$ cat src/rtl/mmix_pkg.sv
// mmix_pkg: types shared by the MMIX operand-fetch stage.
//   reg_addr_t  - register address (8 bits, $0..$255)
//   word_t      - 64-bit data word
//   opf_state_t - operand-fetch FSM states
//   PORT_*      - index of each read-port client inside the stage
package mmix_pkg;

    typedef logic [7:0]  reg_addr_t;
    typedef logic [63:0] word_t;

    typedef enum logic [1:0] {
        IDLE  = 2'd0,
        FETCH = 2'd1,
        DRAIN = 2'd2,
        DONE  = 2'd3
    } opf_state_t;

    // Port 1 reads Y, port 2 reads Z, port 3 reads X.
    localparam int NPORTS = 3;
    localparam int PORT_Y = 0;
    localparam int PORT_Z = 1;
    localparam int PORT_X = 2;

endpackage

$ cat src/rtl/rd_port_client.sv
// rd_port_client: requesting side of one regs read port.
// Owns the registered request flop, the address latch and the data capture
// register for a single port.
//   clk, reset_n  - clock, asynchronous active-low reset
//   start         - load a new instruction (clears data, latches addr)
//   need          - this port must issue a read for the new instruction
//   keep          - store returned data (low while draining a flushed read)
//   addr          - register address to read
//   rd_valid, rd  - one-cycle read response from regs
//   req, req_addr - request and address driven to regs
//   pending       - a read is outstanding on this port
//   data          - captured word (0 when the port was not used)
module rd_port_client #(
    parameter int AW = 8,
    parameter int DW = 64
) (
    input  logic          clk,
    input  logic          reset_n,
    input  logic          start,
    input  logic          need,
    input  logic          keep,
    input  logic [AW-1:0] addr,
    input  logic          rd_valid,
    input  logic [DW-1:0] rd,
    output logic          req,
    output logic [AW-1:0] req_addr,
    output logic          pending,
    output logic [DW-1:0] data
);

    logic          req_q,  req_d;
    logic [AW-1:0] addr_q, addr_d;
    logic [DW-1:0] data_q, data_d;

    // The request stays up exactly as long as the read is outstanding, so the
    // request flop doubles as the pending bit.
    always_comb begin
        req_d  = req_q;
        addr_d = addr_q;
        data_d = data_q;
        if (start) begin
            req_d  = need;
            addr_d = addr;
            data_d = '0;
        end else if (req_q && rd_valid) begin
            // Responses on an idle port are ignored by the req_q guard.
            req_d = 1'b0;
            if (keep) begin
                data_d = rd;
            end
        end
    end

    always_ff @(posedge clk or negedge reset_n) begin
        if (!reset_n) begin
            req_q  <= 1'b0;
            addr_q <= '0;
            data_q <= '0;
        end else begin
            req_q  <= req_d;
            addr_q <= addr_d;
            data_q <= data_d;
        end
    end

    assign req      = req_q;
    assign req_addr = addr_q;
    assign pending  = req_q;
    assign data     = data_q;

endmodule

$ cat src/rtl/mmix_opfetch.sv
// mmix_opfetch: MMIX operand-fetch stage between decode and execute.
// Accepts one decoded instruction, reads $Y/$Z/$X through three regs read
// ports, substitutes zero-extended immediates and hands the operands to
// execute under a valid/ready handshake.
//   clk, reset_n              - clock, asynchronous active-low reset
//   in_valid/in_ready         - decode handshake
//   in_x/in_y/in_z            - instruction fields
//   in_x_rd/in_y_imm/in_z_imm - read $X / Y immediate / Z immediate
//   flush                     - abandon the current instruction
//   raN_req/raN               - read requests (1=Y, 2=Z, 3=X)
//   rdN_valid/rdN             - read responses
//   op_valid/op_ready         - execute handshake
//   op_x/op_y/op_z            - operands
module mmix_opfetch
    import mmix_pkg::*;
#(
    parameter int AW = 8,
    parameter int DW = 64
) (
    input  logic          clk,
    input  logic          reset_n,
    input  logic          in_valid,
    output logic          in_ready,
    input  logic [AW-1:0] in_x,
    input  logic [AW-1:0] in_y,
    input  logic [AW-1:0] in_z,
    input  logic          in_x_rd,
    input  logic          in_y_imm,
    input  logic          in_z_imm,
    input  logic          flush,
    output logic          ra1_req,
    output logic          ra2_req,
    output logic          ra3_req,
    output logic [AW-1:0] ra1,
    output logic [AW-1:0] ra2,
    output logic [AW-1:0] ra3,
    input  logic          rd1_valid,
    input  logic          rd2_valid,
    input  logic          rd3_valid,
    input  logic [DW-1:0] rd1,
    input  logic [DW-1:0] rd2,
    input  logic [DW-1:0] rd3,
    output logic          op_valid,
    input  logic          op_ready,
    output logic [DW-1:0] op_x,
    output logic [DW-1:0] op_y,
    output logic [DW-1:0] op_z
);

    opf_state_t    state_q, state_d;
    logic [AW-1:0] y_q, z_q;
    logic          y_imm_q, z_imm_q;

    logic              accept;
    logic              keep;
    logic              still_pending;
    logic [NPORTS-1:0] need;
    logic [NPORTS-1:0] rd_valid_v;
    logic [NPORTS-1:0] req_v;
    logic [NPORTS-1:0] pend_v;
    logic [AW-1:0]     fld_v  [NPORTS];
    logic [AW-1:0]     addr_v [NPORTS];
    logic [DW-1:0]     rd_v   [NPORTS];
    logic [DW-1:0]     data_v [NPORTS];

    // Gating with reset_n keeps in_ready low while reset is held even though
    // the state register already reads IDLE.
    assign in_ready = reset_n && (state_q == IDLE);
    assign accept   = in_ready && in_valid;
    assign keep     = (state_q != DRAIN);

    assign need[PORT_Y] = !in_y_imm;
    assign need[PORT_Z] = !in_z_imm;
    assign need[PORT_X] = in_x_rd;

    assign fld_v[PORT_Y] = in_y;
    assign fld_v[PORT_Z] = in_z;
    assign fld_v[PORT_X] = in_x;

    assign rd_valid_v[PORT_Y] = rd1_valid;
    assign rd_valid_v[PORT_Z] = rd2_valid;
    assign rd_valid_v[PORT_X] = rd3_valid;

    assign rd_v[PORT_Y] = rd1;
    assign rd_v[PORT_Z] = rd2;
    assign rd_v[PORT_X] = rd3;

    generate
        for (genvar gi = 0; gi < NPORTS; gi++) begin : g_port
            rd_port_client #(
                .AW(AW),
                .DW(DW)
            ) u_client (
                .clk      (clk),
                .reset_n  (reset_n),
                .start    (accept),
                .need     (need[gi]),
                .keep     (keep),
                .addr     (fld_v[gi]),
                .rd_valid (rd_valid_v[gi]),
                .rd       (rd_v[gi]),
                .req      (req_v[gi]),
                .req_addr (addr_v[gi]),
                .pending  (pend_v[gi]),
                .data     (data_v[gi])
            );
        end
    endgenerate

    // Reads still outstanding after this edge's responses are taken.
    assign still_pending = |(pend_v & ~rd_valid_v);

    always_comb begin
        state_d = state_q;
        unique case (state_q)
            IDLE: begin
                if (accept) begin
                    state_d = (|need) ? FETCH : DONE;
                end
            end
            FETCH: begin
                if (flush) begin
                    state_d = still_pending ? DRAIN : IDLE;
                end else if (!still_pending) begin
                    state_d = DONE;
                end
            end
            DRAIN: begin
                if (!still_pending) begin
                    state_d = IDLE;
                end
            end
            DONE: begin
                // flush wins over op_ready: either way we return to IDLE, but
                // execute must treat a flushed cycle as no transfer.
                if (flush || op_ready) begin
                    state_d = IDLE;
                end
            end
            default: state_d = IDLE;
        endcase
    end

    always_ff @(posedge clk or negedge reset_n) begin
        if (!reset_n) begin
            state_q <= IDLE;
            y_q     <= '0;
            z_q     <= '0;
            y_imm_q <= 1'b0;
            z_imm_q <= 1'b0;
        end else begin
            state_q <= state_d;
            if (accept) begin
                y_q     <= in_y;
                z_q     <= in_z;
                y_imm_q <= in_y_imm;
                z_imm_q <= in_z_imm;
            end
        end
    end

    assign ra1_req = req_v[PORT_Y];
    assign ra2_req = req_v[PORT_Z];
    assign ra3_req = req_v[PORT_X];
    assign ra1     = addr_v[PORT_Y];
    assign ra2     = addr_v[PORT_Z];
    assign ra3     = addr_v[PORT_X];

    assign op_valid = (state_q == DONE);
    assign op_y     = y_imm_q ? {{(DW-AW){1'b0}}, y_q} : data_v[PORT_Y];
    assign op_z     = z_imm_q ? {{(DW-AW){1'b0}}, z_q} : data_v[PORT_Z];
    assign op_x     = data_v[PORT_X];

endmodule
$ cat config.mk
export PLATFORM = sky130hd
export DESIGN_NAME = mmix_opfetch
export DESIGN_NICKNAME = d
export VERILOG_FILES = /design/src/rtl/mmix_pkg.sv /design/src/rtl/rd_port_client.sv /design/src/rtl/mmix_opfetch.sv
export SDC_FILE = /design/constraint.sdc
export NUM_CORES = 1
export LEC_CHECK = 0
export CORE_AREA = 2 2 173 175
export DETAILED_ROUTE_END_ITERATION = 8
export DIE_AREA = 0 0 175 177
export PLACE_DENSITY_LB_ADDON = 0.3
export REMOVE_ABC_BUFFERS = 1
export SLEW_MARGIN = 20
export SYNTH_ARGS = -nofsm -noshare
export SYNTH_HDL_FRONTEND = slang
export SYNTH_SLANG_ARGS = --single-unit
$ cat constraint.sdc
create_clock -name clk -period 1.9 [get_ports clk]
set_input_delay 0.57 -clock clk [delete_from_list [all_inputs] [get_ports clk]]
set_output_delay 0.57 -clock clk [all_outputs]
set_load 0.01 [all_outputs]
After elaboration in Yosys (flattened, before gate mapping)
Index checks and enable logic that the tools add are counted.

Input port bits: 227. Output and inout port bits: 221. Register bits after elaboration: 223.

Eq/ne operators: 8. Reductions and logical operators: 19. Bitwise gates (word level): 2. Mux-type cells: 25.

Operator list (number): 2-to-1 mux 64 bit (11); 2-to-1 mux 2 bit (7); one-hot mux 2 bit (4 select lines) (1); nonzero test 2 bit (4); 2-to-1 mux 1 bit (6); inequality test 2 bit (second input constant) (3); AND reduction 2 bit (3); OR reduction 3 bit (2); logical AND 1 bit (5); == test 2 bit (second input constant) (2); AND reduction 4 bit (1); AND 3 bit (1); inequality test 3 bit (second input constant) (1); NOT 3 bit (1); == test 2 x 1 -> 1 bit (second input constant) (1); zero test 1 bit (2); zero test 2 bit (1); inequality test 2 x 1 -> 1 bit (second input constant) (1); logical OR 1 bit (1).

Logic depth before layout (Yosys ltp)
Gate-level depths: netlist of the first run.

Word-level depth: 6. Depth in mapped cells: 7. Gate-level depth less buffers: 4.

By module
Synthesis of the first run repeated with hierarchy kept, for this count alone.

Cell total of the unflattened synthesis: 1101. Area, all modules: 12599.6 um^2.

By module, submodules not included: rd_port_client (cells each 299, area an instance 3597.2 um^2, instances 3); mmix_opfetch (cells each 204, area an instance 1808.0 um^2, instances 1).

Worst setup path after synthesis of the first run
No wires, ideal clock.

Kind: register to output. Start: register y_imm_q. End: output port op_y[14]. Slack: 306 ps. Arrival: 1024 ps. Cell stages (with the launch flop): 4. Cells stage by stage: dfrtp_1 clkbuf_1 clkbuf_1 nor2b_1.

Longest elaborated chain between the ends: 1.

RTL lines: from (decl) (line mmix_opfetch.sv:52) `logic y_imm_q, z_imm_q;`; from (signal assigned) (line mmix_opfetch.sv:156) `y_imm_q <= in_y_imm;`; 2-to-1 mux 64 bit (line mmix_opfetch.sv:170) `assign op_y = y_imm_q ? {{(DW-AW){1'b0}}, y_q} : data_v[PORT_Y];`; to (decl) (line mmix_opfetch.sv:46) `output logic [DW-1:0] op_y,`.

No other way between the ends.

Final worst setup path of the first run
Start: register z_imm_q. End: output port op_z[2].

Longest elaborated chain between the ends: 1.

RTL lines: from (decl) (line mmix_opfetch.sv:52); from (signal assigned) (line mmix_opfetch.sv:157) `z_imm_q <= in_z_imm;`; 2-to-1 mux 64 bit (line mmix_opfetch.sv:171) `assign op_z = z_imm_q ? {{(DW-AW){1'b0}}, z_q} : data_v[PORT_Z];`; to (decl) (line mmix_opfetch.sv:47) `output logic [DW-1:0] op_z`.

No other way between the ends.

==> results of run 1 <==
==> final cells by class <==
cell class / instances / area (um2) / area share (%)
diodes: 2 / 5.005 / 0.03059
multi-input cells: 760 / 4071 / 24.88
clock buffers: 35 / 755.7 / 4.618
well taps: 390 / 488.0 / 2.982
flip-flops and latches: 223 / 5583 / 34.12
clock inverters: 13 / 158.9 / 0.9711
repair buffers: 546 / 5301 / 32.40
==> registers in the layout, indices dropped and copies added, names as in the netlist <==
| register | cells |
|---|---|
| g_port.u_client.pending | 3 |
| z_imm_q | 1 |
| g_port.u_client.req_addr | 24 |
| g_port.u_client.data | 192 |
| state_q | 2 |
| y_imm_q | 1 |
==> worst max-delay path: stages, from the launching register on <==
cell,delay (ns)
dfrtp_2,0.49
buf_12,0.15
buf_12,0.10
mux2_2,0.33
buf_6,0.12
==> logic make-up after synthesis <==
group	synth area share (%)
buffers and inverters	9.033
AOI/OAI and AO/OA	10.12
xor gates and xnor gates	0.08488
muxes	4.692
DFF	54.07
and+or+nand+nor	21.99
==> cell usage in the layout (no fill, tap or decap), types with 2 or more instances in the layout <==
cell type and count:
dlygate4sd2_1 91, and2_4 2, clkdlybuf4s50_1 225, nand2b_1 2, nor2b_1 89, buf_6 50, nor2b_4 22, clkinvlp_4 3
mux2_2 29, clkbuf_16 28, buf_8 7, nand2_1 389, and2_1 3, o21ai_2 8, bufinv_16 3, buf_12 33
diode_2 2, clkbuf_1 3, dfrtp_2 2, clkbuf_8 5, clkinv_2 4, inv_6 2, nor2b_2 4, buf_16 4
buf_2 91, o21ai_1 2, o21ai_0 184, mux2_4 14, o21ai_4 3, buf_4 43, dfrtp_1 221
==> metrics by stage <==
step	hold slack [ns]	power [mW]
floorplan	0.2744	12.00
global placement	0.4530	18.05
detailed placement	0.4578	18.28
CTS	0.001346	23.54
global route	0.01603	25.34
finish	0.02069	23.82
==> routing by layer <==
layer / vias to the layer above / share of wire (%)
li1: 4409 / -
met4: 0 / 3.8
met2: 303 / 49
met1: 4189 / 40
met3: 65 / 7.0
met5: - / 0
==> how the worst max path moves through the flow <==
stage | slack [ns] | from | to
6_report | -0.38 | z_imm_q$_DFFE_PN0P_ | op_z[2]
5_1_grt | -0.45 | z_imm_q$_DFFE_PN0P_ | op_z[0]
4_1_cts | -0.40 | y_imm_q$_DFFE_PN0P_ | op_y[54]
3_5_place_dp | -0.36 | in_valid | g_port[2].u_client.data[10]$_DFFE_PN0P_
3_3_place_gp | -0.30 | in_valid | g_port[2].u_client.data[39]$_DFFE_PN0P_
2_1_floorplan | -2.07 | reset_n | state_q[1]$_DFFE_PN0P_
==> power breakdown <==
group	total (mW)	leakage (nW)	internal (mW)	switching, mW
Clock	5.27	0.444	3.21	2.06
Combinational	10.6	4.87	5.69	4.91
Sequential	7.95	2.78	6.81	1.15
Total	23.8	8.10	15.7	8.11
==> what timing repair did <==
| item | in CTS | in global routing |
|---|---|---|
| endpoints found under the setup margin | 221 | 145 |
| gates cloned | 6 | 1 |
| setup buffers | 25 | 5 |
| gates resized for setup | 676 | 68 |
| endpoints found under the hold margin | 14 | 0 |
| hold buffers | 1 | 0 |
| pin swaps | 3 | 1 |
==> qor.yml, run 1 <==
yosys:
  synth_cells: 1127
  syn_area_um2: 10320
  synth_commonest_cells: "389 x nand2_1, 223 x dfrtp_1, 184 x o21ai_0, 115 x nor2b_1, 65 x buf_4"
  synth_area_leaders: "dfrtp_1 54%, nand2_1 14%, o21ai_0 8.9%, nor2b_1 7.0%, buf_4 4.7%"
  async_reset_ff_share_pct: 100.0
  yosys_warnings: 0
  synth.most_common_cell: "nand2_1"
  yosysSeqAreaShare_pct: 54.07
  synth_cell_types: 23
  synthFlopType: "dfrtp_1"
  avgSynthCellArea_um2: 9.157
  netlist.area_leader.share_pct: 54.07
  synth.ff_latch_count: 223
  yosys.area.top_type: "dfrtp_1"
  synth_edf_count: 0
clock_tree:
  cts_tree: "done"
  worstSkewPairLatency_ns: 0.54
  clkTransAtPathRegs_ns: 0.06
  cts.sinks: 223
  cts_buffer_depth: 3
  cts-root-buf: "clkbuf_16"
  cts-htree-levels: 1
  cts_made_buffers: 27
worst_setup_path:
  r2r_slack_ns: 0.10
  r2r_start: "state_q[1]$_DFFE_PN0P_"
  startpoint_type: "register"
  r2r_cells: 8
  r2r_end: "g_port[1].u_client.data[21]$_DFFE_PN0P_"
  cp-end-kind: "primary output"
  worstPathMaxFanout: 6
  critPathRequiredTime_ns: 1.33
  critical_path_class: "register to primary output"
  worstPathArrival_ns: 1.71
global_routing:
  grt_pass1_wl_um: 49270
  grt_pass1_vias: 8935
  grt_max_degree: 116
  grt_overflow: 0
  antenna_found_initial: 2
  use_met2_pct: 34.03
  busiest_layer: "met2"
  grtUsageMet3_pct: 5.176
  grt.total_usage_pct: 20.05
  use_met1_pct: 24.48
placed_design:
  portBuffers: 447
  gp_congestion: 0.7940
  pre_cts_ws_ns: -0.3576
  dpl.hpwl_um: 22860
  dp_cells: 1886
  place_area_um2: 15220
floorplanning:
  core_area_um2: 29240
  rows: 63
  start_util_pct: 35.29
  die_area_um2: 30980
  ios: 448
  die_w_um: 175
  die_h_um: 177
timing:
  setup_viol: 129
  fin_setup_tns_ns: -30.25
  setup_ws_ns: -0.3846
  min_period_over_period_pct: 120.2
  slew_headroom_pct: 36.69
  hold_viol_final: 0
  skew_ns: 0.01323
  rsz0062_at_grt: "true"
  drv_slew: 0
  finalCriticalPeriod_ns: 2.285
  fmax_mhz: 437.7
  worst_slew_pin_slew_ns: 0.9497
hold_path:
  hp-class: "primary input to async pin"
final_layout:
  drive_above_1_share_pct: 22.83
  nNetsFinal: 1785
  final_util_pct: 55.95
  area_growth_pct: 58.56
  fin_area_um2: 16360
  fin_cells: 1969
  fillCellCount: 2576
run_status:
  outcome: "finished, violations left"
  violations: "setup timing"
drt:
  drc: 0
  wire_per_inst_um: 16.52
  ant_nets: 0
  routed_wl_um: 32530
  via_per_inst: 4.554
  first_iter_violations: 432
  dr.pass1.iters: 5
  vias: 8966
run:
  drv_cap: 0
power:
  ir_drop_uv: 792.6
  power_density_nw_per_um2: 1456
  leakage_nw: 8.095
No activity file was read; power rests on OpenSTA's default activity.
==> run 2: changes to the inputs <==
--- a/config.mk
+++ b/config.mk
@@ -5,12 +5,13 @@
 export SDC_FILE = /design/constraint.sdc
 export NUM_CORES = 1
 export LEC_CHECK = 0
-export CORE_AREA = 2 2 173 175
+export CORE_AREA = 2 2 174 176
 export DETAILED_ROUTE_END_ITERATION = 8
-export DIE_AREA = 0 0 175 177
+export DIE_AREA = 0 0 176 178
 export PLACE_DENSITY_LB_ADDON = 0.3
 export REMOVE_ABC_BUFFERS = 1
 export SLEW_MARGIN = 20
 export SYNTH_ARGS = -nofsm -noshare
 export SYNTH_HDL_FRONTEND = slang
+export SYNTH_HIERARCHICAL = 1
 export SYNTH_SLANG_ARGS = --single-unit
==> run 2 against run 1 <==
The flow still finishes with violations (setup timing). Worst hold slack better by 0.12 ns. Die area up 1.1%. Global-route usage up 1.7 points. Sequential cell count up 16. Synthesized area up 22%. Largest cell class is now multi-input combinational cells. Critical endpoint is now op_z[7]. Utilization up 9.9 points. Sequential share of layout area down 3.2 points. Clock power down 2%. Wire length up 13%. Clock skew about the same.
==> qor.yml, run 2 <==
run_status:
  outcome: "finished, violations left"  # unchanged
  violations: "setup timing"  # unchanged
floorplanning:
  ios: 448  # unchanged
  die_w_um: 176  # was 175 um
  die_area_um2: 31330  # was 30980 um2
  start_util_pct: 42.85  # was 35.29%
  rows: 63  # unchanged
  die_h_um: 178  # was 177 um
  core_area_um2: 29400  # was 29240 um2
yosys:
  synth_edf_count: 0  # unchanged
  syn_area_um2: 12600  # was 10320 um2
  synth_area_leaders: "dfrtp_1 47%, nand2b_1 19%, mux2i_1 15%, nor2b_1 5.6%, mux2_2 5.1%"  # was dfrtp_1 54%, nand2_1 14%, o21ai_0 8.9%, nor2b_1 7.0%, buf_4 4.7%
  synthFlopType: "dfrtp_1"  # unchanged
  avgSynthCellArea_um2: 11.44  # was 9.157 um2
  synth_cell_types: 29  # was 23
  netlist.area_leader.share_pct: 47.47  # was 54.07%
  yosys.area.top_type: "dfrtp_1"  # unchanged
  async_reset_ff_share_pct: 100.0  # unchanged
  yosys_warnings: 6  # was 0
  synth_commonest_cells: "387 x nand2b_1, 239 x dfrtp_1, 192 x mux2i_1, 112 x nor2b_1, 57 x mux2_2"  # was 389 x nand2_1, 223 x dfrtp_1, 184 x o21ai_0, 115 x nor2b_1, 65 x buf_4
  synth.ff_latch_count: 239  # was 223
  synth_cells: 1101  # was 1127
  synth.most_common_cell: "nand2b_1"  # was nand2_1
  yosysSeqAreaShare_pct: 47.47  # was 54.07%
worst_setup_path:
  max_stage_delay_ns: 0.48  # was 0.49 ns
  startpoint_type: "register"  # unchanged
  r2r_slack_ns: 0.07  # was 0.10 ns
  worstPathArrival_ns: 1.73  # was 1.71 ns
  worstPathMaxFanout: 6  # unchanged
  cpMaxStageDelayCell: "dfrtp_2"  # unchanged
  cp-end-kind: "primary output"  # unchanged
  r2r_cells: 6  # was 8
  r2r_end: "g_port[0].u_client/req_addr[0]$_DFFE_PN0P_"  # was g_port[1].u_client.data[21]$_DFFE_PN0P_
  r2r_start: "state_q[1]$_DFFE_PN0P_"  # unchanged
  critPathRequiredTime_ns: 1.33  # about the same
  critical_path_class: "register to primary output"  # unchanged
  crit_chain: "buf_12 > buf_8 > mux2_4 > buf_6"  # was buf_12 > buf_12 > mux2_2 > buf_6
timing:
  slew_headroom_pct: 56.03  # was 36.69%
  rsz0062_at_grt: "true"  # unchanged
  setup_viol: 129  # unchanged
  drv_slew: 0  # unchanged
  fin_setup_tns_ns: -35.49  # was -30.25 ns
  hold_viol_final: 0  # unchanged
  worst_slew_pin_slew_ns: 0.6596  # was 0.9497 ns
  skew_ns: 0.01295  # was 0.01323 ns
  fmax_mhz: 435.3  # was 437.7 MHz
  setup_ws_ns: -0.3971  # was -0.3846 ns
  finalCriticalPeriod_ns: 2.297  # was 2.285 ns
  min_period_over_period_pct: 120.9  # was 120.2%
clock_tree:
  cts_buffer_depth: 3  # unchanged
  clkTransAtPathRegs_ns: 0.06  # about the same
  cts_made_buffers: 27  # unchanged
  cts_tree: "done"  # unchanged
  cts-root-buf: "clkbuf_16"  # unchanged
  worstSkewPairLatency_ns: 0.53  # was 0.54 ns
  hold_buffers: 0  # was 1
  cts.sinks: 239  # was 223
  cts-htree-levels: 1  # unchanged
drt:
  dr.pass1.iters: 4  # was 5
  ant_nets: 0  # unchanged
  vias: 9674  # was 8966
  routed_wl_um: 36670  # was 32530 um
  first_iter_violations: 372  # was 432
  wire_per_inst_um: 18.33  # was 16.52 um
  drc: 0  # unchanged
  via_per_inst: 4.837  # was 4.554
final_layout:
  drive_above_1_share_pct: 24.61  # was 22.83%
  fin_cells: 2000  # was 1969
  area_growth_pct: 53.63  # was 58.56%
  nNetsFinal: 1820  # was 1785
  layout_common_cells: "387 x nand2b_1, 236 x dfrtp_1, 225 x clkdlybuf4s50_1"  # was 389 x nand2_1, 225 x clkdlybuf4s50_1, 221 x dfrtp_1
  layout_commonest_cell: "nand2b_1"  # was nand2_1
  largest_reg_flops: 192  # unchanged
power:
  ir_drop_uv: 648.3  # was 792.6 uV
  switchingPower_mw: 7.588  # was 8.112 mW
  seqPwrFrac_pct: 32.9  # was 33.4%
  sw_frac_of_total_pct: 31.85  # was 34.06%
  comb_power_share_pct: 45.5  # was 44.5%
  p_int_mw: 16.23  # was 15.71 mW
  clock_power_share_pct: 21.6  # was 22.1%
  power_density_nw_per_um2: 1231  # was 1456 nW/um2
  leakage_nw: 9.612  # was 8.095 nW
global_routing:
  grt_max_degree: 52  # was 116
  grt.total_usage_pct: 21.79  # was 20.05%
  grt_overflow: 0  # unchanged
  antenna_found_initial: 1  # was 2
  grt_pass1_wl_um: 54120  # was 49270 um
  grt_pass1_vias: 10080  # was 8935
placed_design:
  gp_congestion: 0.8276  # was 0.7940
  dpl.hpwl_um: 25570  # was 22860 um
  dp_cells: 1922  # was 1886
  portBuffers: 447  # unchanged
run:
  drv_cap: 0  # unchanged
hold_path:
  hp-class: "primary input to async pin"  # unchanged
[run 2: changes by cell type after synthesis, moves of 12 or more]
cell / previous run / this run
nand2_1: 389 / 2
nand2b_1: 2 / 387
mux2i_1: 0 / 192
o21ai_0: 184 / 0
buf_4: 65 / 3
clkbuf_1: 21 / 46
buf_2: 34 / 10
buf_12: 0 / 21
dfrtp_1: 223 / 239
mux2_2: 43 / 57
clkbuf_2: 12 / 0
[run 2: area by class of cell]
cell class	instances	area, um2
Tap cell	390	488.0
Inverter	3	11.26
Multi-Input combinational cell	774	6267
Clock buffer	40	814.5
Timing Repair Buffer	548	5732
Clock inverter	5	57.56
Fill cell	2237	10040
Antenna cell	1	2.502
Sequential cell	239	5984
[run 2: repair_timing]
action,4_1_cts,5_1_grt
gates resized for setup,448,349
cloned,2,5
buffers inserted,5,21
endpoints found under the setup margin,221,221
[run 2: per-layer routing]
| metal | up-vias | GRT usage [%] | share of wire [%] |
|---|---|---|---|
| met2 | 329 | 38.85 | 51 |
| met4 | 0 | 7.094 | 3.4 |
| li1 | 4541 | - | - |
| met3 | 74 | 5.691 | 7.2 |
| met5 | - | 0 | 0 |
| met1 | 4730 | 25.62 | 39 |
[run 2: critical path: cells and delay by family (launching register included)]
kind,cells,cell delay [ns]
muxes,1,0.30
buffers and inverters,3,0.41
DFF,1,0.48
[run 2: worst max-delay path by stage]
stage	from	endpoint	slack [ns]	cells past startpoint
floorplan	in_valid	g_port[0].u_client/req_addr[0]$_DFFE_PN0P_	-7.88	3
global placement	in_valid	g_port[0].u_client/data[12]$_DFFE_PN0P_	-0.37	7
detailed placement	in_valid	g_port[0].u_client/data[19]$_DFFE_PN0P_	-0.41	7
CTS	y_imm_q$_DFFE_PN0P_	op_y[40]	-0.57	3
global route	y_imm_q$_DFFE_PN0P_	op_y[19]	-0.46	5
finish	z_imm_q$_DFFE_PN0P_	op_z[7]	-0.40	4
[run 2: per-stage QoR]
| stage | area [um2] | hold slack (ns) | setup slack (ns) | total power [mW] | util (%) |
|---|---|---|---|---|---|
| global route | 19360 | 0.1699 | -0.4647 | 25.11 | 65.84 |
| global placement | 17680 | 0.4840 | -0.3650 | 17.04 | 60.15 |
| CTS | 18420 | 0.1281 | -0.5674 | 22.58 | 62.66 |
| finish | 19360 | 0.1381 | -0.3971 | 23.82 | 65.84 |
| detailed placement | 17680 | 0.4899 | -0.4060 | 17.28 | 60.15 |
| floorplan | 11880 | 0.2744 | -7.877 | 12.10 | - |
[run 2: power by group through the flow]
stage | sequential [mW] | combinational (mW) | clock (mW)
5_1_grt | 8.06 | 11.6 | 5.49
2_1_floorplan | 8.18 | 3.93 | 0
3_3_place_gp | 7.78 | 9.26 | 0
3_5_place_dp | 7.83 | 9.45 | 0
6_report | 7.84 | 10.8 | 5.15
4_1_cts | 7.82 | 9.47 | 5.30
[run 2: cell families after synthesis]
family          count (synthesis)  share of synthesized area [%]
buf+inv                        88                          5.819
mux                           250                          20.47
compound gates                  8                         0.5164
simple gates                  516                          25.73
flops                         239                          47.47
==> run 3: changes to the inputs <==
--- a/config.mk
+++ b/config.mk
@@ -5,11 +5,13 @@
 export SDC_FILE = /design/constraint.sdc
 export NUM_CORES = 1
 export LEC_CHECK = 0
+export ABC_CLOCK_PERIOD_IN_PS = 1900
 export CORE_AREA = 2 2 174 176
 export DETAILED_ROUTE_END_ITERATION = 8
 export DIE_AREA = 0 0 176 178
 export PLACE_DENSITY_LB_ADDON = 0.3
 export REMOVE_ABC_BUFFERS = 1
+export SETUP_SLACK_MARGIN = 0.1
 export SLEW_MARGIN = 20
 export SYNTH_ARGS = -nofsm -noshare
 export SYNTH_HDL_FRONTEND = slang
==> run 3 against run 2 <==
The flow still finishes with violations (setup timing). Clock power hardly changed. First-iteration DRC count decreased by 2.2%. Critical path depth increased by 2.
==> qor.yml, run 3 (synthesis results as in run 2) <==
power:
  switchingPower_mw: 7.623  # was 7.588 mW
  ir_drop_uv: 639.2  # was 648.3 uV
  power.total_mw: 23.96  # was 23.82 mW
  clock_power_share_pct: 21.5  # was 21.6%
  power_density_nw_per_um2: 1229  # was 1231 nW/um2
  leakage_nw: 9.663  # was 9.612 nW
  sw_frac_of_total_pct: 31.81  # was 31.85%
  comb_power_share_pct: 45.8  # was 45.5%
  p_int_mw: 16.34  # was 16.23 mW
  seqPwrFrac_pct: 32.7  # was 32.9%
drt:
  drc: 0  # unchanged
  first_iter_violations: 364  # was 372
  wire_per_inst_um: 18.43  # was 18.33 um
  via_per_inst: 4.810  # was 4.837
  dr.pass1.iters: 4  # unchanged
  routed_wl_um: 37060  # was 36670 um
  ant_nets: 0  # unchanged
  vias: 9672  # was 9674
timing:
  rsz0062_at_grt: "true"  # unchanged
  skew_ns: 0.01384  # was 0.01295 ns
  hold_viol_final: 0  # unchanged
  fmax_mhz: 424.9  # was 435.3 MHz
  slew_headroom_pct: 55.50  # was 56.03%
  min_period_over_period_pct: 123.9  # was 120.9%
  setup_ws_ns: -0.4535  # was -0.3971 ns
  setup_viol: 128  # was 129
  fin_setup_tns_ns: -38.23  # was -35.49 ns
  worst_slew_pin_slew_ns: 0.6675  # was 0.6596 ns
  drv_slew: 0  # unchanged
  finalCriticalPeriod_ns: 2.354  # was 2.297 ns
placed_design:
  gp_congestion: 0.8276  # unchanged
  dpl.hpwl_um: 25570  # unchanged
  portBuffers: 447  # unchanged
final_layout:
  layout_commonest_cell: "nand2b_1"  # unchanged
  drive_above_1_share_pct: 25.48  # was 24.61%
  largest_reg_flops: 192  # unchanged
  regArea_um2: 5986  # was 5984 um2
  fillCellCount: 2214  # was 2237
  layout_common_cells: "387 x nand2b_1, 235 x dfrtp_1, 225 x clkdlybuf4s50_1"  # was 387 x nand2b_1, 236 x dfrtp_1, 225 x clkdlybuf4s50_1
  antenna_cells: 0  # was 1
  area_growth_pct: 54.69  # was 53.63%
  nNetsFinal: 1832  # was 1820
  multi_input_comb_area_um2: 6272  # was 6267 um2
clock_tree:
  cts_buffer_depth: 3  # unchanged
  clkTransAtPathRegs_ns: 0.06  # about the same
  cts.sinks: 239  # unchanged
  worstSkewPairLatency_ns: 0.54  # was 0.53 ns
  cts-htree-levels: 1  # unchanged
  cts_made_buffers: 27  # unchanged
  hold_buffers: 0  # unchanged
  cts_tree: "done"  # unchanged
  cts-root-buf: "clkbuf_16"  # unchanged
worst_setup_path:
  critPathRequiredTime_ns: 1.33  # about the same
  worst_path_most_repeated_cell: "buf_6"
  startpoint_type: "register"  # unchanged
  crit_chain: "buf_12 > buf_6 > buf_6 > buf_8 > nor2b_1 > buf_2"  # was buf_12 > buf_8 > mux2_4 > buf_6
  max_stage_delay_ns: 0.46  # was 0.48 ns
  critical_path_class: "register to primary output"  # unchanged
  cpMaxStageDelayCell: "dfrtp_2"  # unchanged
  worstPathArrival_ns: 1.78  # was 1.73 ns
  cp-end-kind: "primary output"  # unchanged
  worstPathMaxFanout: 8  # was 6
floorplanning:
  rows: 63  # unchanged
  start_util_pct: 42.85  # unchanged
  die_w_um: 176  # unchanged
  core_area_um2: 29400  # unchanged
  ios: 448  # unchanged
  die_h_um: 178  # unchanged
  die_area_um2: 31330  # unchanged
global_routing:
  grt_pass1_vias: 10080  # unchanged
  antenna_found_initial: 0  # was 1
  grt.total_usage_pct: 21.79  # unchanged
  grt_max_degree: 52  # unchanged
  grt_pass1_wl_um: 54120  # unchanged
  grt_overflow: 0  # unchanged
hold_path:
  hp-class: "primary input to async pin"  # unchanged
run_status:
  violations: "setup timing"  # unchanged
  outcome: "finished, violations left"  # unchanged
run:
  drv_cap: 0  # unchanged
run 3: worst paths after layout:
check	from	endpoint	slack [ns]	cells past startpoint
min	reset_n	g_port[1].u_client/data[0]$_DFFE_PN0P_	0.14	2
min reg2reg	g_port[1].u_client/req_addr[1]$_DFFE_PN0P_	g_port[1].u_client/req_addr[1]$_DFFE_PN0P_	0.50	1
max in group asynchronous	reset_n	g_port[2].u_client/data[43]$_DFFE_PN0P_	0.69	3
max reg2reg	state_q[1]$_DFFE_PN0P_	g_port[0].u_client/req_addr[0]$_DFFE_PN0P_	0.13	6
max	y_imm_q$_DFFE_PN0P_	op_y[20]	-0.45	6
min in group clk	g_port[1].u_client/req_addr[1]$_DFFE_PN0P_	g_port[1].u_client/req_addr[1]$_DFFE_PN0P_	0.50	1
run 3: cell type report:
cell class | count | area share (%)
Multi-Input combinational cell | 774 | 32.18
Sequential cell | 239 | 30.71
Timing Repair Buffer | 560 | 30.07
Clock buffer | 40 | 4.179
Tap cell | 390 | 2.504
Clock inverter | 5 | 0.2953
Inverter | 3 | 0.05778
run 3: metal layers:
layer	wire, um	track usage [%]	vias to the layer above
met2	18720	38.85	336
li1	-	-	4562
met4	1212	7.094	0
met1	14450	25.62	4705
met5	0	0	-
met3	2676	5.691	69
run 3: power groups by stage:
stage	clock (mW)	sequential (mW)	combinational [mW]
3_3_place_gp	0	7.78	9.26
5_1_grt	5.50	8.07	11.7
6_report	5.14	7.84	11.0
4_1_cts	5.30	7.82	9.47
2_1_floorplan	0	8.18	3.93
3_5_place_dp	0	7.83	9.45
run 3: critical path, delay by kind of cell (launching register included):
kind	cells	cell delay, ns
buf+inv	5	0.67
simple gates	1	0.12
flops	1	0.46
run 3: timing repair:
action	CTS	global route
pin swaps	0	2
setup endpoints to repair	221	243
gates cloned	2	8
setup buffers	5	30
endpoints found under the hold margin	0	0
resized for setup	448	355
run 3: through the flow:
step	cell area (um2)	utilization, %	setup WS (ns)	instances	hold slack [ns]
2_1_floorplan	11880	-	-7.877	1016	0.2744
3_3_place_gp	17680	60.15	-0.3650	1922	0.4840
3_5_place_dp	17680	60.15	-0.4060	1922	0.4899
4_1_cts	18420	62.66	-0.5674	1974	0.1281
5_1_grt	19490	66.29	-0.5200	2011	0.1674
6_report	19490	66.29	-0.4535	2011	0.1404
